$ cat src/rtl/spi_sched_pkg.sv
// spi_sched_pkg: shared state encoding, mode bit positions and reset values for the SPI transfer scheduler
package spi_sched_pkg;
    typedef enum logic [2:0] {S_IDLE, S_SETUP, S_START, S_BUSY, S_GAP} state_t;
    localparam int MODE_TX = 0;
    localparam int MODE_RX = 1;
    localparam int MODE_LB = 2;
    localparam logic [1:0] FREQ_RESET = 2'b01;
    // loopback only makes sense with both directions active
    function automatic logic mode_bad(input logic [2:0] m);
        return !(m[MODE_TX] || m[MODE_RX]) || (m[MODE_LB] && !(m[MODE_TX] && m[MODE_RX]));
    endfunction
endpackage

$ cat src/rtl/rr_arb2.sv
// rr_arb2: two-way round-robin arbiter, one-hot grant, pointer advances on accept
module rr_arb2 (
    input  logic       clk,
    input  logic       reset,
    input  logic [1:0] req,
    input  logic       accept,
    output logic [1:0] grant
);
    logic last;
    always_comb grant = (&req) ? (last ? 2'b01 : 2'b10) : req;
    always_ff @(posedge clk) begin
        if (!reset) last <= 1'b1;
        else if (accept && |grant) last <= grant[1];
    end
endmodule

$ cat src/rtl/spi_xfer_sched.sv
// spi_xfer_sched: arbitrates two requesters onto the SPI clock-control engine and sequences setup, start, completion/timeout and idle gap
module spi_xfer_sched
    import spi_sched_pkg::*;
#(
    parameter int SETUP_CYCLES   = 4,
    parameter int GAP_CYCLES     = 20,
    parameter int TIMEOUT_CYCLES = 4096
) (
    input  logic       clk,
    input  logic       reset,
    input  logic [1:0] req_valid,
    input  logic [5:0] req_mode,
    input  logic [3:0] req_freq,
    output logic [1:0] req_ready,
    output logic [1:0] done_valid,
    output logic       done_err,
    output logic       busy,
    output logic       slave_tx_start,
    output logic       slave_rx_start,
    output logic       loopback,
    output logic [1:0] freq_control,
    input  logic       tx_done,
    input  logic       rx_valid
);
    localparam int CNT_MAX = (TIMEOUT_CYCLES > GAP_CYCLES) ?
        ((TIMEOUT_CYCLES > SETUP_CYCLES) ? TIMEOUT_CYCLES : SETUP_CYCLES) :
        ((GAP_CYCLES > SETUP_CYCLES) ? GAP_CYCLES : SETUP_CYCLES);
    localparam int CNT_W = $clog2(CNT_MAX + 1);

    state_t state, state_n;
    logic [CNT_W-1:0] cnt, cnt_n, cnt_inc;
    logic [1:0] grant;
    logic [2:0] m;
    logic gid, accept, fin, err;
    logic ftx, frx, ftx_n, frx_n, tx_q, rx_q;

    rr_arb2 u_arb (
        .clk   (clk),
        .reset (reset),
        .req   (req_valid),
        .accept(accept),
        .grant (grant)
    );

    assign cnt_inc = (cnt == CNT_W'(CNT_MAX)) ? cnt : cnt + 1'b1;

    always_comb begin
        state_n = state;
        cnt_n   = cnt_inc;
        accept  = 1'b0;
        fin     = 1'b0;
        err     = 1'b0;
        ftx_n   = ftx;
        frx_n   = frx;
        unique case (state)
            S_IDLE: if (|req_valid) begin
                accept  = 1'b1;
                state_n = S_SETUP;
                cnt_n   = '0;
            end
            S_SETUP: if (mode_bad(m)) begin
                fin     = 1'b1;
                err     = 1'b1;
                state_n = S_GAP;
                cnt_n   = '0;
            end else if (cnt == CNT_W'(SETUP_CYCLES)) begin
                state_n = S_START;
                cnt_n   = '0;
            end
            S_START: begin
                ftx_n   = 1'b0;
                frx_n   = 1'b0;
                state_n = S_BUSY;
            end
            S_BUSY: begin
                ftx_n = ftx | (tx_done & ~tx_q);
                frx_n = frx | (rx_valid & ~rx_q);
                // completion is checked before timeout so a coincident done wins
                if ((ftx_n | ~m[MODE_TX]) & (frx_n | ~m[MODE_RX])) begin
                    fin     = 1'b1;
                    state_n = S_GAP;
                    cnt_n   = '0;
                end else if (cnt == CNT_W'(TIMEOUT_CYCLES - 1)) begin
                    fin     = 1'b1;
                    err     = 1'b1;
                    state_n = S_GAP;
                    cnt_n   = '0;
                end
            end
            S_GAP: if (cnt == CNT_W'(GAP_CYCLES - 1)) state_n = S_IDLE;
            default: state_n = S_IDLE;
        endcase
    end

    always_ff @(posedge clk) begin
        if (!reset) begin
            state          <= S_IDLE;
            cnt            <= '0;
            m              <= '0;
            gid            <= 1'b0;
            ftx            <= 1'b0;
            frx            <= 1'b0;
            tx_q           <= 1'b0;
            rx_q           <= 1'b0;
            req_ready      <= '0;
            done_valid     <= '0;
            done_err       <= 1'b0;
            busy           <= 1'b0;
            slave_tx_start <= 1'b0;
            slave_rx_start <= 1'b0;
            loopback       <= 1'b0;
            freq_control   <= FREQ_RESET;
        end else begin
            state          <= state_n;
            cnt            <= cnt_n;
            ftx            <= ftx_n;
            frx            <= frx_n;
            tx_q           <= tx_done;
            rx_q           <= rx_valid;
            req_ready      <= accept ? grant : 2'b00;
            done_valid     <= fin ? {gid, ~gid} : 2'b00;
            done_err       <= fin & err;
            busy           <= state_n != S_IDLE;
            slave_tx_start <= (state_n == S_START) & m[MODE_TX];
            slave_rx_start <= (state_n == S_START) & m[MODE_RX];
            if (accept) begin
                gid          <= grant[1];
                m            <= grant[1] ? req_mode[5:3] : req_mode[2:0];
                freq_control <= grant[1] ? req_freq[3:2] : req_freq[1:0];
                loopback     <= grant[1] ? req_mode[3 + MODE_LB] : req_mode[MODE_LB];
            end
        end
    end
endmodule

$ cat config.mk
export PLATFORM = sky130hd
export DESIGN_NAME = spi_xfer_sched
export DESIGN_NICKNAME = d
export VERILOG_FILES = /design/src/rtl/spi_sched_pkg.sv /design/src/rtl/rr_arb2.sv /design/src/rtl/spi_xfer_sched.sv
export SDC_FILE = /design/constraint.sdc
export NUM_CORES = 1
export LEC_CHECK = 0
export ABC_AREA = 1
export CORE_MARGIN = 10
export CORE_UTILIZATION = 47
export CTS_BUF_LIST = sky130_fd_sc_hd__clkbuf_16
export DETAILED_ROUTE_END_ITERATION = 12
export PLACE_DENSITY = 0.87
export SLEW_MARGIN = 20
export SYNTH_ARGS = -nofsm -noshare
export SYNTH_HDL_FRONTEND = slang
export SYNTH_SLANG_ARGS = --single-unit
$ cat constraint.sdc
create_clock -name clk -period 1.7 [get_ports clk]
set_clock_uncertainty 0.2 [all_clocks]
set_input_delay 0.17 -clock clk [delete_from_list [all_inputs] [get_ports clk]]
set_output_delay 0.17 -clock clk [all_outputs]
set_load 0.01 [all_outputs]
Word level (Yosys, flattened, before mapping)
Cells that the tools add are included.
- register bits after elaboration: 36
- input port bits: 16
- output and inout bits: 11
- logic and storage cells: 86
- add/sub/neg operators: 1
- equality and inequality tests: 9
- multiplexer cells: 29
- bitwise operators: 15
- reduce and logical (&&, ||, !) cells: 15
- operators by type and width (cell ; number):
    $mux 13 ; 6
    $pmux 13 s3 ; 1
    $mux 3 ; 7
    $pmux 3 s5 ; 1
    $add 13x1->13 const B ; 1
    $eq 13x12->1 const B ; 1
    $eq 13x13->1 const B ; 1
    $eq 13x3->1 const B ; 1
    $eq 13x5->1 const B ; 1
    $eq 3x2->1 const B ; 3
    $pmux 1 s2 ; 4
    $mux 1 ; 7
    $and 1x1->1 ; 6
    $mux 2 ; 3
    $reduce_and 2->1 ; 3
    $not 1->1 ; 5
    $or 1x1->1 ; 4
    $reduce_or 2->1 ; 2
    $eq 3x1->1 const B ; 1
    $eq 3x3->1 const B ; 1
    $logic_and 1x1->1 ; 3
    $logic_not 3->1 ; 1
    $reduce_bool 3->1 ; 1
    $logic_not 1->1 ; 2
    other kinds (2) ; 3

Logic depth before layout (Yosys ltp)
Gate-level depths: netlist of the first run.
- depth in word-level cells: 9
- depth in mapped cells: 10
- depth with buffers taken out: 10

Cells and area by module
Synthesis of the first run repeated with hierarchy kept, for this count alone.
- cells, all modules: 221
- area total of the unflattened synthesis: 1595.3 um^2
- by module, submodules not included (module ; times used ; cells each ; area each (um^2) ; seq. area each (um^2)):
    spi_xfer_sched ; 1 ; 213 ; 1539.0 ; 680.7
    rr_arb2 ; 1 ; 8 ; 56.3 ; 20.0

Worst setup path before layout of the first run
OpenSTA, ideal clock, no wires.
- path kind: register to register
- start: register cnt[0]
- end: register cnt[2]
- setup time: 0.119 ns
- arrival time: 1.362 ns
- data required time: 1.381 ns
- setup slack: 0.020 ns
- stages on the path, launching flop included: 10
- buffers on the path: 1
- period minus slack after synthesis: 1.680 ns
- path through: dfxtp_1 -> ha_1 -> nand3_1 -> inv_1 -> nand4_2 -> nand2_2 -> nand2_2 -> o21ai_4 -> buf_8 -> nor2_2
- word-level cells in the longest chain between the ends: 5
- elaborated cells on any way between the ends: 11
- classes of those cells: add/sub (1); eq/ne (3); mux (7)
- ends and longest elaborated chain (element ; RTL line ; RTL):
    start: declaration ; spi_xfer_sched.sv:31 ; logic [CNT_W-1:0] cnt, cnt_n, cnt_inc;
    start signal: assignment ; spi_xfer_sched.sv:115 ; cnt <= cnt_n;
    $add 13x1->13 or $eq 13x13->1 (tied branches) ; spi_xfer_sched.sv:45 ; assign cnt_inc = (cnt == CNT_W'(CNT_MAX)) ? cnt : cnt + 1'b1;
    $mux 13 ; spi_xfer_sched.sv:45 ;
    $mux 13, on equally long branches ; spi_xfer_sched.sv:83, spi_xfer_sched.sv:66 ;
    $mux 13, on equally long branches ; spi_xfer_sched.sv:79, spi_xfer_sched.sv:61 ;
    $pmux 13 s3 * ; spi_xfer_sched.sv:55 ; unique case (state)
Every way passes the cells marked *; elsewhere a longest branch is shown, timed or not.
A chain may end at the register's enable or synchronous reset.

Worst setup path in the final report of the first run
- start: register cnt[6]
- end: register cnt[2]
- word-level cells in the longest chain between the ends: 5
- elaborated cells on any way between the ends: 10
- classes of those cells: eq/ne (3); mux (7)
- ends and longest elaborated chain (element ; RTL line):
    $eq 13x13->1 ; spi_xfer_sched.sv:45
    $mux 13 ; spi_xfer_sched.sv:45
    $mux 13, on equally long branches ; spi_xfer_sched.sv:83, spi_xfer_sched.sv:66
    $mux 13, on equally long branches ; spi_xfer_sched.sv:79, spi_xfer_sched.sv:61
    $pmux 13 s3 * ; spi_xfer_sched.sv:55
Marked as above.

==> qor.csv, run 1 <==
stage,metric,value,unit
run_status,outcome,"finished, final reports clean",
yosys,ys.flop_type,dfxtp_1,
route,routed.top_layer,met4,
cts,cts_tree,built,
route,drt-met1-wl,1758,um
global_routing,grt_pass1_wl,7148,um
cts,cts.sinks,35,
route,routed-wl-met2,2449,um
timing,setup-tns-final,0,ps
finish,area_growth,52.46,%
placement,dp_cells,309,
timing,rsz0062_at_grt,true,
yosys,syn_area,1624,sq um
timing,worst_pin_slew,264.6,ps
placement,placed_area,2063,sq um
finish,finalInstanceArea,2476,sq um
yosys,synth_top_family_by_area,simple AND/OR/NAND/NOR gates,
worst_setup_path,crit_fanout,6,
yosys,synth.top_cells.by_count,"nand2_1, dfxtp_1, nor2_1, inv_1, nand3_1",
die,die_w,78.79,um
finish,n_antenna_cell,0,
yosys,ys_warn_count,0,
finish,instances_no_fill,332,
route,viasPerCell,4.964,
yosys,muxShareOfSynthArea,0,%
placement,io_buffers,26,
cts,clk_latency,280,ps
global_routing,grt_antenna_before_repair,0,
yosys,ys_types,21,
yosys,synthAdderAreaFrac,1.541,%
timing,fin_crit,1654,ps
route,drt-pass1-iter-count,6,
yosys,yosysTopAreaCellShare,43.14,%
route,ant_nets,0,
yosys,avgSynthCellArea,7.316,sq um
cts,htree_levels,2,
yosys,yosys-top-cells-area,"dfxtp_1, nand2_1, nor2_1",
timing,finalHoldViolCount,0,
global_routing,grt_max_degree,11,
worst_setup_path,cp.required,1670,ps
placement,dp_hpwl,2887,um
finish,final_layout_size_suffix_gt1_share,32.17,%
route,wl_per_cell,13.67,um
power_and_ir_drop,peakVddDrop,691.7,uV
global_routing,grt_use_total,14.16,%
cts,cts.path.max_buffers,2,
global_routing,grt_overflow,0,
timing,fmax,604.5,MHz
yosys,syn-num-nets,240,
route,vias,1648,
power_and_ir_drop,cellPowerDensity,880.7,nW/um^2
die,coreArea,3337,sq um
route,dr.first_iter.drc_count,76,
worst_setup_path,crit_type,reg2reg,
cts,path_clk_slew,50,ps
yosys,synth_xor_area_share,5.932,%
yosys,synth_most_common_cell,nand2_1,
worst_setup_path,endpoint_kind,flip-flop,
die,start_util,48.67,%
die,rows,21,
timing,relSlewSlack,82.28,%
worst_hold_path,hp-class,reg2reg,
route,drc,0,
finish,nets,304,
route,wirelength,4539,um
timing,layout_worst_path_cycle_share,97.31,%
timing,maxSlewViolCount,0,
yosys,async_flop_share,0,%
yosys,synth_compound_area_share,9.168,%
finish,utilization,74.20,%
yosys,yosysTopAreaCell,dfxtp_1,
global_routing,first_global_vias,1696,
cts,cts_hold_buf,0,
yosys,ys_seq_area_share,43.14,%
yosys,netlist_instances,222,
timing,setup_violations,0,
die,io_pins,27,
placement,globalplace.congestion,0.7866,
finish,fill_cells,244,
cts,root_buffer,clkbuf_16,
die,die_h,78.79,um
power_and_ir_drop,p_leak,0.001073,uW
worst_setup_path,arrival,1620,ps
run,drv_cap,0,
worst_setup_path,cp-start-kind,flip-flop,
route,wl_met3,203,um
yosys,synth_simple_gate_area_share,32.13,%
yosys,ys_ff_latch,35,
die,die-area,6207,sq um
yosys,synth-edff-count,0,
cts,cts_inserted_buffers,5,
## kinds of logic after synthesis
family	Yosys count
fa+ha+maj	2
simple gates	116
xor+xnor	11
buf+inv	32
compound gates	26
flops	35
## path summary, 6_finish.rpt
| path | start | endpoint | slack [ps] | cells after the start |
|---|---|---|---|---|
| worst max-delay path | cnt[6]$_SDFF_PN0_ | cnt[2]$_SDFF_PN0_ | 50 | 9 |
| worst min-delay path | gid$_SDFFE_PN0P_ | done_valid[0]$_SDFF_PN0_ | 220 | 1 |
| worst max register to register | cnt[6]$_SDFF_PN0_ | cnt[2]$_SDFF_PN0_ | 50 | 9 |
| worst min register to register | gid$_SDFFE_PN0P_ | done_valid[0]$_SDFF_PN0_ | 220 | 1 |
## routing by layer
| metal | GRT usage (%) | vias up |
|---|---|---|
| met2 | 27.06 | 42 |
| met1 | 13.44 | 759 |
| li1 | - | 832 |
| met3 | 3.829 | 15 |
| met4 | 7.527 | 0 |
| met5 | 0 | - |
## what timing repair did
action | 4_1_cts | 5_1_grt
buffers inserted | 13 | 4
endpoints found under the setup margin | 14 | 17
resized for setup | 25 | 29
pin swaps | 8 | 14
cloned | 1 | 0
## sequential cells by signal, summed over array words and instances (netlist names), 2 cells and up
signal,flops
done_valid,2
req_ready,2
m,2
state,3
cnt,13
freq_control,2
## through the flow
stage / setup slack [ps] / power (uW) / hold WS, ps
6_report: 45.77 / 2181 / 219.9
5_1_grt: -39.19 / 2268 / 252.7
4_1_cts: -15.40 / 2198 / 236.7
3_5_place_dp: -61.30 / 1296 / 226.1
3_3_place_gp: 11.52 / 1285 / 198.4
2_1_floorplan: 19.55 / 1122 / 63.45
## cell usage in the layout, fill, tap and decap left out, drive strengths merged
cell type      synthesis  routed
a21oi                  9       9
nor2                  44      44
nand2                 48      48
o22ai                  3       3
inv                   30      30
dfxtp                 35      35
clkdlybuf4s50          0      26
a31oi                  3       3
xor2                   8       8
nand3                 16      16
o21ai                 11      11
nor3                   4       4
clkinv                 0       2
ha                     2       2
clkbuf                 1       5
nand4                  4       4
xnor2                  3       3
buf                    1      33
## report_power, final
part           switching [uW]  internal, uW
clock                     315           525
combinational             219           205
sequential               38.9           877
## cell type report
cell class                      instances  area [sq um]  area share (%)
Clock inverter                          2         8.758          0.3537
Clock buffer                            5         125.1           5.053
Inverter                               30         120.1           4.851
Timing Repair Buffer                   59         519.2           20.97
Multi-Input combinational cell        155         927.1           37.44
Tap cell                               46         57.56           2.324
Sequential cell                        35         718.2           29.00
## worst max-delay path: stages (launching register included)
cell	delay, ps
dfxtp_2	340
nor2_1	180
nand2_2	120
nor2_4	120
nand2_2	60
nand2_2	70
nand2_2	70
o21ai_4	160
buf_6	170
nor2_2	40
Note: power is estimated with default switching activity, not from simulation.
==> run 2, diff against run 1 <==
RECOVER_POWER = 25   (was not set)
==> run 2 against run 1 <==
Count of clock-buffer cells in the layout stayed put. Critical path depth unchanged. Cell area decreased by 0.15%. Combinational power about the same. Worst setup slack worse by 2.8 ps. First-iteration DRC count is 1.3% lower. Register-to-register slack barely moved. Die area unchanged. Critical path type unchanged. Power is essentially flat. Highest routed layer unchanged.
==> qor.csv, run 2 (synthesized netlist as in run 1, its figures left out) <==
stage,metric,value,unit,change
run_status,outcome,"finished, final reports clean",,
cts,cts.path.max_buffers,2,,unchanged
global_routing,grt_overflow,0,,unchanged
timing,relSlewSlack,75.56,%,-6.7 points
worst_setup_path,endpoint_kind,flip-flop,,
die,die_h,78.79,um,unchanged
route,drt-pass1-iter-count,4,,-2
placement,dp_hpwl,2887,um,unchanged
global_routing,grt_pass1_wl,7148,um,unchanged
finish,reg_top3,"cnt: 13 flops, state: 3 flops",,
global_routing,use_met2,27.06,%,unchanged
finish,mostFrequentLayoutCell,nand2_1,,
worst_hold_path,hp-class,reg2reg,,
route,dr.first_iter.drc_count,75,,-1.3%
power_and_ir_drop,cellPowerDensity,882.3,nW/um^2,+0.18%
run,drv_cap,0,,unchanged
power_and_ir_drop,p_leak,0.001070,uW,-0.31%
die,io_pins,27,,unchanged
cts,root_buffer,clkbuf_16,,
cts,cts_inserted_buffers,5,,unchanged
timing,setup_violations,0,,unchanged
worst_setup_path,crit_type,reg2reg,,
finish,nets,304,,unchanged
worst_setup_path,cp.required,1670,ps,about the same
die,die-area,6207,sq um,unchanged
worst_setup_path,cp-start-kind,flip-flop,,
worst_setup_path,max_stage_delay,340,ps,about the same
global_routing,grt_use_total,14.16,%,unchanged
timing,rsz0062_at_grt,true,,
worst_setup_path,cp_cell_sequence,nor2_1 > nand2_2 > nor2_4 > nand2_2 > nand2_2 > nand2_2 > o21ai_4 > buf_6 > nor2_2,,
timing,maxSlewViolCount,0,,unchanged
global_routing,top_usage_layer,met2,,
die,start_util,48.67,%,unchanged
route,wirelength,4539,um,unchanged
finish,regMostFlops,cnt,,
timing,fmax,603.5,MHz,-0.17%
route,drc,0,,unchanged
finish,layout_common_cells,"nand2_1, buf_4, inv_1, dfxtp_1, clkdlybuf4s50_1",,
die,coreArea,3337,sq um,unchanged
cts,htree_levels,2,,unchanged
placement,globalplace.congestion,0.7866,,unchanged
route,viasPerCell,4.955,,-0.18%
finish,final_layout_size_suffix_gt1_share,31.82,%,-0.35 points
route,vias,1645,,-0.18%
finish,largest_reg_flops,13,,unchanged
global_routing,grt_antenna_before_repair,0,,unchanged
worst_setup_path,crit_fanout,6,,unchanged
cts,cts.sinks,35,,unchanged
route,ant_nets,0,,unchanged
worst_setup_path,crit_slowest_cell,dfxtp_2,,
die,die_w,78.79,um,unchanged
route,wl_per_cell,13.67,um,unchanged
cts,clk_latency,280,ps,about the same
cts,cts_tree,built,,
cts,path_clk_slew,50,ps,about the same
placement,io_buffers,26,,unchanged
global_routing,use_met3,3.829,%,unchanged
global_routing,first_global_vias,1696,,unchanged
worst_setup_path,crit_family,simple AND/OR/NAND/NOR gates,,
power_and_ir_drop,report.power.total,2181,uW,about the same
timing,layout_worst_path_cycle_share,97.48,%,+0.17 points
timing,setup-tns-final,0,ps,unchanged
timing,fin_crit,1657,ps,+2.846 ps
worst_setup_path,crit_buf_inv,1,,unchanged
finish,area_growth,52.23,%,
worst_setup_path,path_common_cell,nand2_2,,
finish,n_antenna_cell,0,,unchanged
global_routing,met1_usage,13.44,%,unchanged
power_and_ir_drop,peakVddDrop,692.9,uV,+0.18%
timing,finalHoldViolCount,0,,unchanged
timing,worst_pin_slew,366.6,ps,+102.0 ps
worst_setup_path,arrival,1620,ps,about the same
global_routing,grt_max_degree,11,,unchanged
die,rows,21,,unchanged
run 2: power breakdown:
part           switching (uW)  internal, uW
Sequential               38.7           877
Combinational             218           204
Clock                     318           526
run 2: cell type report:
type | count | area (sq um)
clock buffers | 5 | 125.1
clock inverters | 2 | 8.758
fillers | 246 | 864.6
inverters | 30 | 120.1
multi-input cells | 155 | 927.1
flip-flops and latches | 35 | 718.2
well taps | 46 | 57.56
repair buffers | 59 | 515.5
run 2: timing repair:
| item | CTS | global route |
|---|---|---|
| pin swaps | 8 | 14 |
| gates cloned | 1 | 0 |
| hold buffers | 0 | 0 |
| resized for setup | 25 | 29 |
| setup buffers | 13 | 4 |
| endpoints found under the setup margin | 14 | 17 |
run 2: path summary, 6_finish.rpt:
path                                        start                  endpoint  slack (ps)  cells past startpoint
worst min-delay path             gid$_SDFFE_PN0P_  done_valid[0]$_SDFF_PN0_         220                      1
worst min register to register   gid$_SDFFE_PN0P_  done_valid[0]$_SDFF_PN0_         220                      1
worst max register to register  cnt[6]$_SDFF_PN0_         cnt[2]$_SDFF_PN0_          40                      9
worst max-delay path            cnt[6]$_SDFF_PN0_         cnt[2]$_SDFF_PN0_          40                      9
run 2: metrics by stage:
stage	hold slack (ps)	setup slack [ps]	area (sq um)	instances	util (%)
finish	220.5	42.92	2472	332	74.09
global route	252.7	-39.19	2472	332	74.09
CTS	236.7	-15.40	2404	330	72.03
detailed placement	226.1	-61.30	2063	309	61.83
global placement	198.4	11.52	2063	309	61.83
floorplan	63.45	19.55	1624	222	-
run 2: metal layers:
metal	vias to the layer above	part of all wire, %
li1	831	-
met4	0	2.8
met1	758	39
met2	41	54
met5	-	0
met3	15	4.4
